===== config.mk =====
export PLATFORM = sky130hd
export DESIGN_NAME = btn_bl
export DESIGN_NICKNAME = d
export VERILOG_FILES = /design/src/rtl/btn_bl_pkg.sv /design/src/rtl/btn_bl_sync.sv /design/src/rtl/btn_bl.sv
export SDC_FILE = /design/constraint.sdc
export NUM_CORES = 1
export LEC_CHECK = 0
export ABC_AREA = 1
export BUFFER_PORTS_ARGS = -buffer_cell sky130_fd_sc_hd__buf_2
export CAP_MARGIN = 20
export CORE_AREA = 2 2 39 41
export CTS_CLUSTER_DIAMETER = 80
export CTS_CLUSTER_SIZE = 25
export DETAILED_ROUTE_END_ITERATION = 16
export DIE_AREA = 0 0 41 43
export PLACE_DENSITY = 0.38
export SYNTH_ARGS = -nofsm -noshare
export SYNTH_HDL_FRONTEND = slang
export SYNTH_SLANG_ARGS = --single-unit

===== constraint.sdc =====
create_clock -name clk -period 1.2 [get_ports clk]
set_clock_uncertainty 0.2 [all_clocks]
set_input_delay 0.12 -clock clk [delete_from_list [all_inputs] [get_ports clk]]
set_output_delay 0.12 -clock clk [all_outputs]
set_load 0.05 [all_outputs]

===== src/rtl/btn_bl_pkg.sv =====
// Shared constants and helpers for the btn_bl debouncer.
// Holds the default stability threshold and the counter-width function.
package btn_bl_pkg;

  localparam int STABLE_TICKS_DEF = 4;

  // Width needed to hold the values 0..n.
  function automatic int cnt_width(input int n);
    return (n < 1) ? 1 : $clog2(n + 1);
  endfunction

endpackage


===== src/rtl/btn_bl_sync.sv =====
// Two-flop synchronizer for the raw button level, with synchronous active-low reset.
// Instantiated by btn_bl only when BTN_BL_SYNC_EN is defined.
module btn_bl_sync (
  input  logic clk,
  input  logic rst_n,
  input  logic d,
  output logic q
);

  logic meta;

  always_ff @(posedge clk) begin
    if (!rst_n) begin
      meta <= 1'b0;
      q    <= 1'b0;
    end else begin
      meta <= d;
      q    <= meta;
    end
  end

endmodule


===== src/rtl/btn_bl.sv =====
// Button debouncer: EN follows BTN once it is stable for STABLE_TICKS sample ticks; RES pulses on press.
// Optional input synchronizer enabled by defining BTN_BL_SYNC_EN.
module btn_bl
  import btn_bl_pkg::*;
#(
  parameter int STABLE_TICKS = STABLE_TICKS_DEF
) (
  input  logic clk,
  input  logic rst_n,
  input  logic ce,
  input  logic BTN,
  output logic EN,
  output logic RES
);

  localparam int CW = cnt_width(STABLE_TICKS);
  localparam logic [CW-1:0] CNT_LAST = CW'(STABLE_TICKS - 1);

  logic          ce_d;
  logic          tick;
  logic          s;
  logic [CW-1:0] cnt;

`ifdef BTN_BL_SYNC_EN
  btn_bl_sync u_sync (
    .clk   (clk),
    .rst_n (rst_n),
    .d     (BTN),
    .q     (s)
  );
`else
  assign s = BTN;
`endif

  assign tick = ce & ~ce_d;

  // RES is registered alongside EN so it is high for the clk after a 0->1 acceptance.
  always_ff @(posedge clk) begin
    if (!rst_n) begin
      ce_d <= 1'b0;
      EN   <= 1'b0;
      RES  <= 1'b0;
      cnt  <= '0;
    end else begin
      ce_d <= ce;
      RES  <= 1'b0;
      if (tick) begin
        if (s == EN) begin
          cnt <= '0;
        end else if (cnt == CNT_LAST) begin
          EN  <= ~EN;
          RES <= ~EN;
          cnt <= '0;
        end else begin
          cnt <= cnt + 1'b1;
        end
      end
    end
  end

endmodule


=== Yosys cells after proc, flatten, opt, wreduce, memory -nomap -nowiden ===
Cells that the tools add are included.

* Register bits: 6
* Latch bits: 0
* Bits in writable memories: 0
* Bits in read-only memories: 0
* Memories: 0

* Add/sub/neg operators: 1
* Multiply operators: 0
* Divide/modulo/power cells: 0
* Order comparisons: 0
* Eq/ne operators: 2
* Shift-type cells: 0
* Muxes and demuxes: 2
* Bitwise gates (word level): 7
* Reductions and logical operators: 2

{| class="wikitable"
|+ Operator list
! operator !! count
|-
| 3-bit 2-to-1 mux || 2
|-
| 1-bit inverter || 6
|-
| 4-bit OR reduction || 1
|-
| 3-bit by 1-bit adder with 3-bit output, second input constant || 1
|-
| 3-bit by 2-bit == test with 1-bit output, second input constant || 1
|-
| 3-bit AND reduction || 1
|-
| 1-bit AND || 1
|-
| 1-bit == test || 1
|}

=== Logic depth before layout (Yosys ltp) ===
Gate-level depths: netlist of run 1.

* Depth in word-level cells: 4
* Gate-level depth with buffers: 6
* Mapped depth without buffers: 6

=== Worst setup path before layout of run 1 ===
No wires, ideal clock.

* Path type: reg-to-reg
* Start: register EN
* End: register cnt[0]
* Library setup time: 0.119 ns
* Arrival: 0.976 ns
* Required time: 0.881 ns
* Setup slack: -0.095 ns
* Cell stages (with the launch flop): 6
* Path buffers: 0
* Period minus slack after synthesis: 1.295 ns
* Path through: dfxtp_1 inv_1 nand2_1 nand2_1 nand2_1 a21oi_1

* Longest elaborated chain between the ends: 2

{| class="wikitable"
|+ RTL lines
! what !! line !! source
|-
| start: declaration || btn_bl.sv:12 || <nowiki>output logic EN,</nowiki>
|-
| start signal: assignment || btn_bl.sv:51 || <nowiki>EN <= ~EN;</nowiki>
|-
| 1-bit == test || btn_bl.sv:48 || <nowiki>if (s == EN) begin</nowiki>
|-
| 3-bit 2-to-1 mux || btn_bl.sv:48 ||
|-
| end signal: assignment || btn_bl.sv:55 || <nowiki>cnt <= cnt + 1'b1;</nowiki>
|-
| end: declaration || btn_bl.sv:22 || <nowiki>logic [CW-1:0] cnt;</nowiki>
|}

No other way between the ends.
A chain may end at the register's enable or synchronous reset.

=== Final worst setup path of run 1 ===
* Start: input ce
* End: register EN

* Longest elaborated chain between the ends: 2

{| class="wikitable"
|+ RTL lines
! what !! line !! source
|-
| start: declaration || btn_bl.sv:10 || <nowiki>input logic ce,</nowiki>
|-
| 1-bit AND || btn_bl.sv:35 || <nowiki>assign tick = ce & ~ce_d;</nowiki>
|-
| 3-bit AND reduction (no source line) || n/a ||
|}

No other way between the ends.

==> reports/results.txt, run 1 <==
Post-synth top area share - 0.444
CP startpoint - ce
Register area share after synthesis - 0.444
Slew Viols, Final - 0
Post-DP HPWL - 387 um
Worst R2R Start - cnt[1]$_SDFFE_PN0P_
Status - finished, final reports clean
Cell Area, Synth - 270 um^2
Pin count of the biggest net entering global routing - 7
Worst slew margin - 0.836
Most frequent cells in the layout - nand2_1 (9), dfxtp_1 (5), inv_1 (4), inv_2 (4), clkbuf_4 (4)
GPL Wtd Cong - 0.655
Fin. Hold Viols - 0
HP Start - cnt[2]$_SDFFE_PN0P_
Nets - 57
Max-cap viol count - 0
Via-to-Cell Ratio - 4.03
P per Cell Area - 1130 nW/um^2
Drt wl/cell - 7.52 um
DIE HEIGHT - 43 um
Power Total - 0.458 mW
Syn Nets - 45
Worst skew pair latency - 0.24 ns
Area of the die - 1760 um^2
All-layer global routing usage - 0.0814
Diodes inserted - 0
Root Driver - clkbuf_4
Clk buf depth - 2
Yosys cell types - 11
Post-synthesis cell count - 40
Layout cells sized above 1 - 0.460
DRT Pass-1 Iters - 2
Initial antenna violation count - 0
Total Routed Length - 496 um
Inserted Clock Buffers - 3
Slew of the pin with the lowest slew margin - 0.248 ns
FP Rows - 14
H-tree Lvls - 1
F_max - 866 MHz
Crit-path cells - dlygate4sd3_1 -> buf_4 -> nand2_4 -> nor2_4 -> nand2_1 -> nand2_1 -> nor2_1
Vias - 266
Worst-path clk slew - 0.05 ns
Fill cells - 157
Synth Area per Inst - 6.76 um^2
Number of synthesized register bits - 6
Largest area contributor in the netlist - dfxtp_1
RSZ-0062 raised after global routing - yes
Initial core utilization - 0.195
CP endpoint kind - flop
VDD IR max - 388 uV
Setup violations, final - 0
IO Port Bufs - 5
Most common cell after layout, fill and taps aside - nand2_1
Critical path type - in2reg
I/O pin count - 6
Crit path max fanout - 3
Startpoint Class - input pin
Ys Warns - 0
Synth area leaders - dfxtp_1 (44%), nand2_1 (17%), inv_1 (9.7%)
Critical path's slowest cell - dlygate4sd3_1
Placed Cells - 61
Initial DRC count - 2
Residual DRC count - 0
Leakage power - 0.175 nW
Remaining antenna violation count after routing - 0
Global route total overflow - 0
Placeable Area - 1380 um^2
Worst path arrival time - 1.09 ns
Sink Count - 6
Most used cell, CP - nand2_1
Fin cells - 66
First-pass GRT wire length - 862 um
Die width - 41 um
Vias in the first global route - 223
Tcrit/Tclk final - 0.962
Hold slack - 0.280 ns
Data required time of the critical path - 1.14 ns
Hold Crit Class - reg2reg
Worst stage delay on the critical path - 0.52 ns
Area delta synth->final - 50.5%
Final min period - 1.15 ns
CTS tree - yes
layer usage:
layer	GRT usage	share of wire
met1	0.0742	0.42
met5	0	0
met2	0.116	0.47
met3	0.0942	0.10
met4	0.0200	0
Yosys cell counts:
cell,count
o21ai_0,1
inv_1,7
inv_2,1
a21oi_1,3
dfxtp_1,6
nor2_1,5
o21ai_1,1
nand2_1,12
ha_1,1
nor2_2,2
nand2_2,1
metrics by stage:
stage | setup TNS [ns] | util | instance area, um^2 | setup slack [ns]
final | 0 | 0.294 | 407 | 0.0456
after global routing | -0.00767 | 0.294 | 407 | -0.00739
after CTS | 0 | 0.267 | 369 | 0.00942
after detailed placement | 0 | 0.229 | 317 | 0.0408
after global placement | 0 | 0.229 | 317 | 0.0453
after floorplan | 0 | - | 272 | 0.0815
cell type report:
cell class              instances  area (um^2)  area share
well taps                      16         20.0      0.0492
flip-flops and latches          6          121       0.298
multi-input cells              26          158       0.388
clock buffers                   3         22.5      0.0554
inverters                       8         30.0      0.0738
repair buffers                  7         55.1       0.135
state kept, by name (all words and copies together) (netlist names):
register,flops
cnt,3
EN,1
ce_d,1
RES,1
critical path, delay by kind of cell:
family / cells / cell delay (ns)
buffers and inverters: 2 / 0.65
AND/OR/NAND/NOR: 5 / 0.32
cell families (layout without fill, tap and decap cells):
family                   Yosys count  after routing  synth area share
AND/OR/NAND/NOR                   20             20             0.306
buffers and inverters              8             18             0.111
adder cells (fa/ha/maj)            1              1            0.0463
AO/OA/AOI/OAI                      5              5            0.0925
flip-flops                         6              6             0.444
where the power goes:
part,leakage [nW],internal (mW),total [mW],switching [mW]
sequential,0.0495,0.207,0.212,0.00499
combinational,0.112,0.0268,0.0602,0.0334
clock,0.0138,0.113,0.185,0.0721
total,0.175,0.347,0.458,0.110
path summary, 6_finish.rpt:
check | slack [ns] | endpoint | cells past startpoint
worst max register to register | 0.08 | EN$_SDFFE_PN0P_ | 6
worst min register to register | 0.28 | cnt[2]$_SDFFE_PN0P_ | 2
worst max-delay path | 0.05 | EN$_SDFFE_PN0P_ | 7
worst min-delay path | 0.28 | cnt[2]$_SDFFE_PN0P_ | 2
timing repair:
action,in CTS,in global routing
hold buffers,3,0
setup buffers,0,0
resized for setup,0,17
setup endpoints to repair,0,5
hold endpoints to repair,6,0
Power figures use the tool's default switching activity.
==> run 2, diff against run 1 <==
--- a/config.mk
+++ b/config.mk
@@ -13,7 +13,7 @@
 export CTS_CLUSTER_SIZE = 25
 export DETAILED_ROUTE_END_ITERATION = 16
 export DIE_AREA = 0 0 41 43
-export PLACE_DENSITY = 0.38
+export PLACE_DENSITY = 0.49
 export SYNTH_ARGS = -nofsm -noshare
 export SYNTH_HDL_FRONTEND = slang
 export SYNTH_SLANG_ARGS = --single-unit
==> run 2 against run 1 <==
  * Non-clock buffer count decreased by 1
  * Critical endpoint is now EN
  * Sequential share of layout area increased by 3.3 points
  * First-iteration DRC count increased by 50%
  * Utilization decreased by 2.4 points
  * Flip-flop and latch count unchanged
  * Global-route usage decreased by 0.61 points
  * Sequential power about the same
  * Die area unchanged
  * Register-to-register slack about the same
  * Final cell count decreased by 1.5%
==> reports/results.txt, run 2 (synthesized netlist as in run 1, its figures left out) <==
Max reg flops - 3
Vias in the first global route - 242
Area of the die - 1760 um^2
CP endpoint kind - output port
Worst stage delay on the critical path - 0.34 ns
Crit path max fanout - 4
FP Rows - 14
R2r worst-path depth - 6
Global route total overflow - 0
Crit-path cells - buf_2
Setup violations, final - 0
Diodes inserted - 0
Worst-path clk slew - 0.05 ns
Max-cap viol count - 0
Startpoint Class - flop
IO Port Bufs - 5
Post-DP HPWL - 390 um
Sink Count - 6
H-tree Lvls - 1
All-layer global routing usage - 0.0753
Clk buf depth - 2
Initial core utilization - 0.195
Root Driver - clkbuf_4
Fin. Hold Viols - 0
I/O pin count - 6
Most common cell after layout, fill and taps aside - nand2_1
Clk pwr share - 0.413
Initial antenna violation count - 0
Remaining antenna violation count after routing - 0
P per Cell Area - 1190 nW/um^2
Worst skew pair latency - 0.24 ns
Residual DRC count - 0
Worst path arrival time - 0.83 ns
Post-CTS Setup Repair Bufs - 0
GPL Wtd Cong - 0.621
Nets - 56
Hold Crit Class - in2reg
DRT Pass-1 Iters - 5
Final min period - 1.15 ns
Internal power - 0.342 mW
Critical path's slowest cell - dfxtp_2
Area delta synth->final - 38.4%
Sequential power share - 0.480
Drt wl/cell - 7.23 um
First-pass GRT wire length - 841 um
Post-DP Area - 317 um^2
Slew of the pin with the lowest slew margin - 0.246 ns
Cell family with most CP delay - flip-flops
Worst slew margin - 0.837
F_max - 866 MHz
Data required time of the critical path - 0.88 ns
Die width - 41 um
CP Depth - 1
Post-route cell area - 374 um^2
Total Routed Length - 470 um
Slew Viols, Final - 0
VDD IR max - 295 uV
Comb pwr share - 0.107
Most flops, register - cnt
FF/Latch Area - 124 um^2
Leakage power - 0.179 nW
CTS tree - yes
Via-to-Cell Ratio - 3.72
Worst hold stages - 3
Net Sw Frac - 0.228
Worst Path Buf+Inv - 1
Critical path type - reg2out
Fill cells - 154
Status - finished, final reports clean
Switch Pwr - 0.101 mW
Layout cells sized above 1 - 0.327
Placeable Area - 1380 um^2
Pin count of the biggest net entering global routing - 7
Multi-input logic area - 130 um^2
Most frequent cells in the layout - nand2_1 (11), inv_1 (6), nor2_1 (5)
Tcrit/Tclk final - 0.962
Initial DRC count - 3
DIE HEIGHT - 43 um
Inserted Clock Buffers - 3
Vias - 242
Power Total - 0.443 mW
RSZ-0062 raised after global routing - yes
[run 2: stage by stage]
step / instances / setup TNS (ns) / hold slack, ns / util / setup slack [ns]
4_1_cts: 67 / 0 / 0.251 / 0.267 / 0.0141
6_report: 65 / 0 / 0.0408 / 0.270 / 0.0458
3_5_place_dp: 61 / 0 / 0.152 / 0.229 / 0.0396
5_1_grt: 65 / -0.0312 / 0.0747 / 0.270 / -0.0164
2_1_floorplan: 40 / 0 / 0.0135 / - / 0.0815
3_3_place_gp: 61 / 0 / 0.145 / 0.229 / 0.0489
[run 2: layout make-up]
type                    instances  area share
clock buffers                   3      0.0602
inverters                       8      0.0803
multi-input cells              26       0.348
flip-flops and latches          6       0.331
well taps                      16      0.0535
repair buffers                  6       0.127
[run 2: worst min-delay path, delay by kind of cell]
| family | cells | cell delay (ns) |
|---|---|---|
| buf+inv | 2 | 0.25 |
| simple gates | 1 | 0.07 |
[run 2: timing repair]
item                       4_1_cts  5_1_grt
resized for setup                0        7
setup endpoints to repair        0        4
hold buffers                     3        0
hold endpoints to repair         6        0
[run 2: metal layers]
metal  GRT usage  vias up  share of wire
met1      0.0675       99           0.49
li1            -      138              -
met2       0.113        5           0.43
met5           0        -              0
met3      0.0628        0          0.079
met4      0.0400        0              0
[run 2: final timing paths]
path                                           from  slack, ns                   to
worst min register to register  cnt[2]$_SDFFE_PN0P_       0.25  cnt[2]$_SDFFE_PN0P_
worst min-delay path                             ce       0.04      ce_d$_SDFF_PN0_
worst max register to register  cnt[0]$_SDFFE_PN0P_       0.07  cnt[0]$_SDFFE_PN0P_
worst max-delay path                EN$_SDFFE_PN0P_       0.05                   EN
[run 2: power by group through the flow]
stage | clock network [mW] | logic, mW | registers [mW]
after global placement | 0 | 0.0399 | 0.215
after detailed placement | 0 | 0.0411 | 0.215
final | 0.183 | 0.0475 | 0.213
after floorplan | 0 | 0.0256 | 0.216
after global routing | 0.202 | 0.0548 | 0.213
after CTS | 0.202 | 0.0484 | 0.211
==> run 3, diff against run 2 <==
--- a/config.mk
+++ b/config.mk
@@ -13,7 +13,7 @@
 export CTS_CLUSTER_SIZE = 25
 export DETAILED_ROUTE_END_ITERATION = 16
 export DIE_AREA = 0 0 41 43
-export PLACE_DENSITY = 0.49
+export PLACE_DENSITY = 0.5
 export SYNTH_ARGS = -nofsm -noshare
 export SYNTH_HDL_FRONTEND = slang
 export SYNTH_SLANG_ARGS = --single-unit
==> constraint.sdc (replaced) <==
create_clock -name clk -period 1 [get_ports clk]
set_clock_uncertainty 0.2 [all_clocks]
set_input_delay 0.1 -clock clk [delete_from_list [all_inputs] [get_ports clk]]
set_output_delay 0.1 -clock clk [all_outputs]
set_load 0.05 [all_outputs]
==> run 3 against run 2 <==
  * The run now ends with negative hold slack, negative setup slack left
  * First-iteration DRC count is the same
  * Critical path depth grew 5
  * Sequential share of layout area shrank 2.6 points
  * Flip-flop and latch count is the same
  * Hold slack lost 0.13 ns
  * Via count grew 9.5%
  * Global-route usage grew 1.2 points
  * Count of clock-buffer cells in the layout grew 1
  * Power grew 29%
  * Critical path type is now reg2reg
==> reports/results.txt, run 3 (synthesized netlist as in run 1, its figures left out) <==
Diodes inserted - 0
Nets - 57
Most frequent cells in the layout - nand2_1 (8), inv_1 (5), nand2_2 (5), nor2_1 (5)
Placed Cells - 62
Setup violations, final - 7
Initial core utilization - 0.195
Worst-path clk slew - 0.05 ns
Inserted Clock Buffers - 3
Tcrit/Tclk final - 1.10
Failing checks - negative hold slack, negative setup slack
Max-cap viol count - 0
Sink Count - 6
CTS tree - yes
R2r setup slk - -0.1 ns
First-pass GRT wire length - 897 um
Most common cell after layout, fill and taps aside - nand2_1
IO Port Bufs - 5
Drt wl/cell - 8.63 um
Fin. Hold Viols - 6
Worst path arrival time - 1.04 ns
Vias - 265
Total Routed Length - 578 um
Die width - 41 um
Leakage power - 0.180 nW
Slew of the pin with the lowest slew margin - 0.164 ns
DRT Pass-1 Iters - 2
Placeable Area - 1380 um^2
Clk buf depth - 2
Area of the die - 1760 um^2
Worst slew margin - 0.891
DIE HEIGHT - 43 um
Initial DRC count - 3
H-tree Lvls - 1
Final min period - 1.10 ns
Via-to-Cell Ratio - 3.96
Crit path max fanout - 3
Initial antenna violation count - 0
Pin count of the biggest net entering global routing - 7
CP endpoint kind - flop
Layout cells sized above 1 - 0.490
Global route total overflow - 0
Critical path type - reg2reg
All-layer global routing usage - 0.0874
Post-DP HPWL - 390 um
Area delta synth->final - 54.6%
Setup WS post-layout - -0.0963 ns
Startpoint Class - flop
Data required time of the critical path - 0.95 ns
Remaining antenna violation count after routing - 0
F_max - 912 MHz
RSZ-0062 raised after global routing - yes
FP Rows - 14
Worst skew pair latency - 0.25 ns
Place WS - -0.120 ns
Status - finished, violations left
GPL Wtd Cong - 0.650
Hold Crit Class - in2reg
Hold-fix buffers, CTS - 1
Hold slack - -0.0871 ns
Max reg flops - 3
Root Driver - clkbuf_4
VDD IR max - 518 uV
Vias in the first global route - 235
Slew Viols, Final - 0
I/O pin count - 6
Most flops, register - cnt
P per Cell Area - 1370 nW/um^2
Fin cells - 67
Residual DRC count - 0
==> run 3: changes by cell type in the layout (fill, tap and decap cells not counted), sizes merged <==
cell          delta
dlymetal6s4s     -1
dlygate4sd3      -1
clkbuf           +1
buf              +3
==> run 3: where the power goes <==
part | internal [mW] | total (mW) | switching (mW)
sequential | 0.247 | 0.256 | 0.00858
clock | 0.152 | 0.252 | 0.0997
combinational | 0.0283 | 0.0634 | 0.0351
total | 0.427 | 0.571 | 0.143
==> run 3: through the flow <==
stage           util  instance area [um^2]  total power, mW  TNS, ns
2_1_floorplan      -                   279            0.289   -0.186
3_3_place_gp   0.240                   332            0.307   -0.356
3_5_place_dp   0.240                   332            0.308   -0.417
4_1_cts        0.293                   405            0.586   -0.420
5_1_grt        0.302                   418            0.620   -0.714
6_report       0.302                   418            0.571   -0.364
==> run 3: timing repair <==
| action | CTS | global route |
|---|---|---|
| setup buffers | 0 | 0 |
| resized for setup | 11 | 5 |
| hold endpoints to repair | 6 | 6 |
| setup endpoints to repair | 7 | 7 |
| pin swaps | 4 | 4 |
==> run 3: layout make-up <==
| class | instances | area [um^2] |
|---|---|---|
| repair buffers | 7 | 62.6 |
| clock buffers | 4 | 26.3 |
| multi-input cells | 26 | 151 |
| flip-flops and latches | 6 | 128 |
| fillers | 157 | 966 |
| inverters | 8 | 30.0 |
| well taps | 16 | 20.0 |
==> run 3: worst max-delay path: stages (launching register included) <==
cell	delay [ns]
dfxtp_2	0.35
ha_4	0.15
nand2_2	0.06
nor2_4	0.11
nand2_1	0.05
nand2_1	0.05
nor2_1	0.03
==> run 3: final timing paths <==
path / from / endpoint / cells past startpoint
worst min register to register: cnt[2]$_SDFFE_PN0P_ / cnt[2]$_SDFFE_PN0P_ / 2
worst max register to register: cnt[0]$_SDFFE_PN0P_ / EN$_SDFFE_PN0P_ / 6
worst min-delay path: BTN / RES$_SDFF_PP0_ / 3
worst max-delay path: cnt[0]$_SDFFE_PN0P_ / EN$_SDFFE_PN0P_ / 6
==> run 3: metal layers <==
layer	wire [um]	global-route usage	vias to the layer above
li1	-	-	142
met5	0	0	-
met1	237	0.0742	116
met4	12	0.100	0
met2	291	0.116	5
met3	36	0.0628	2
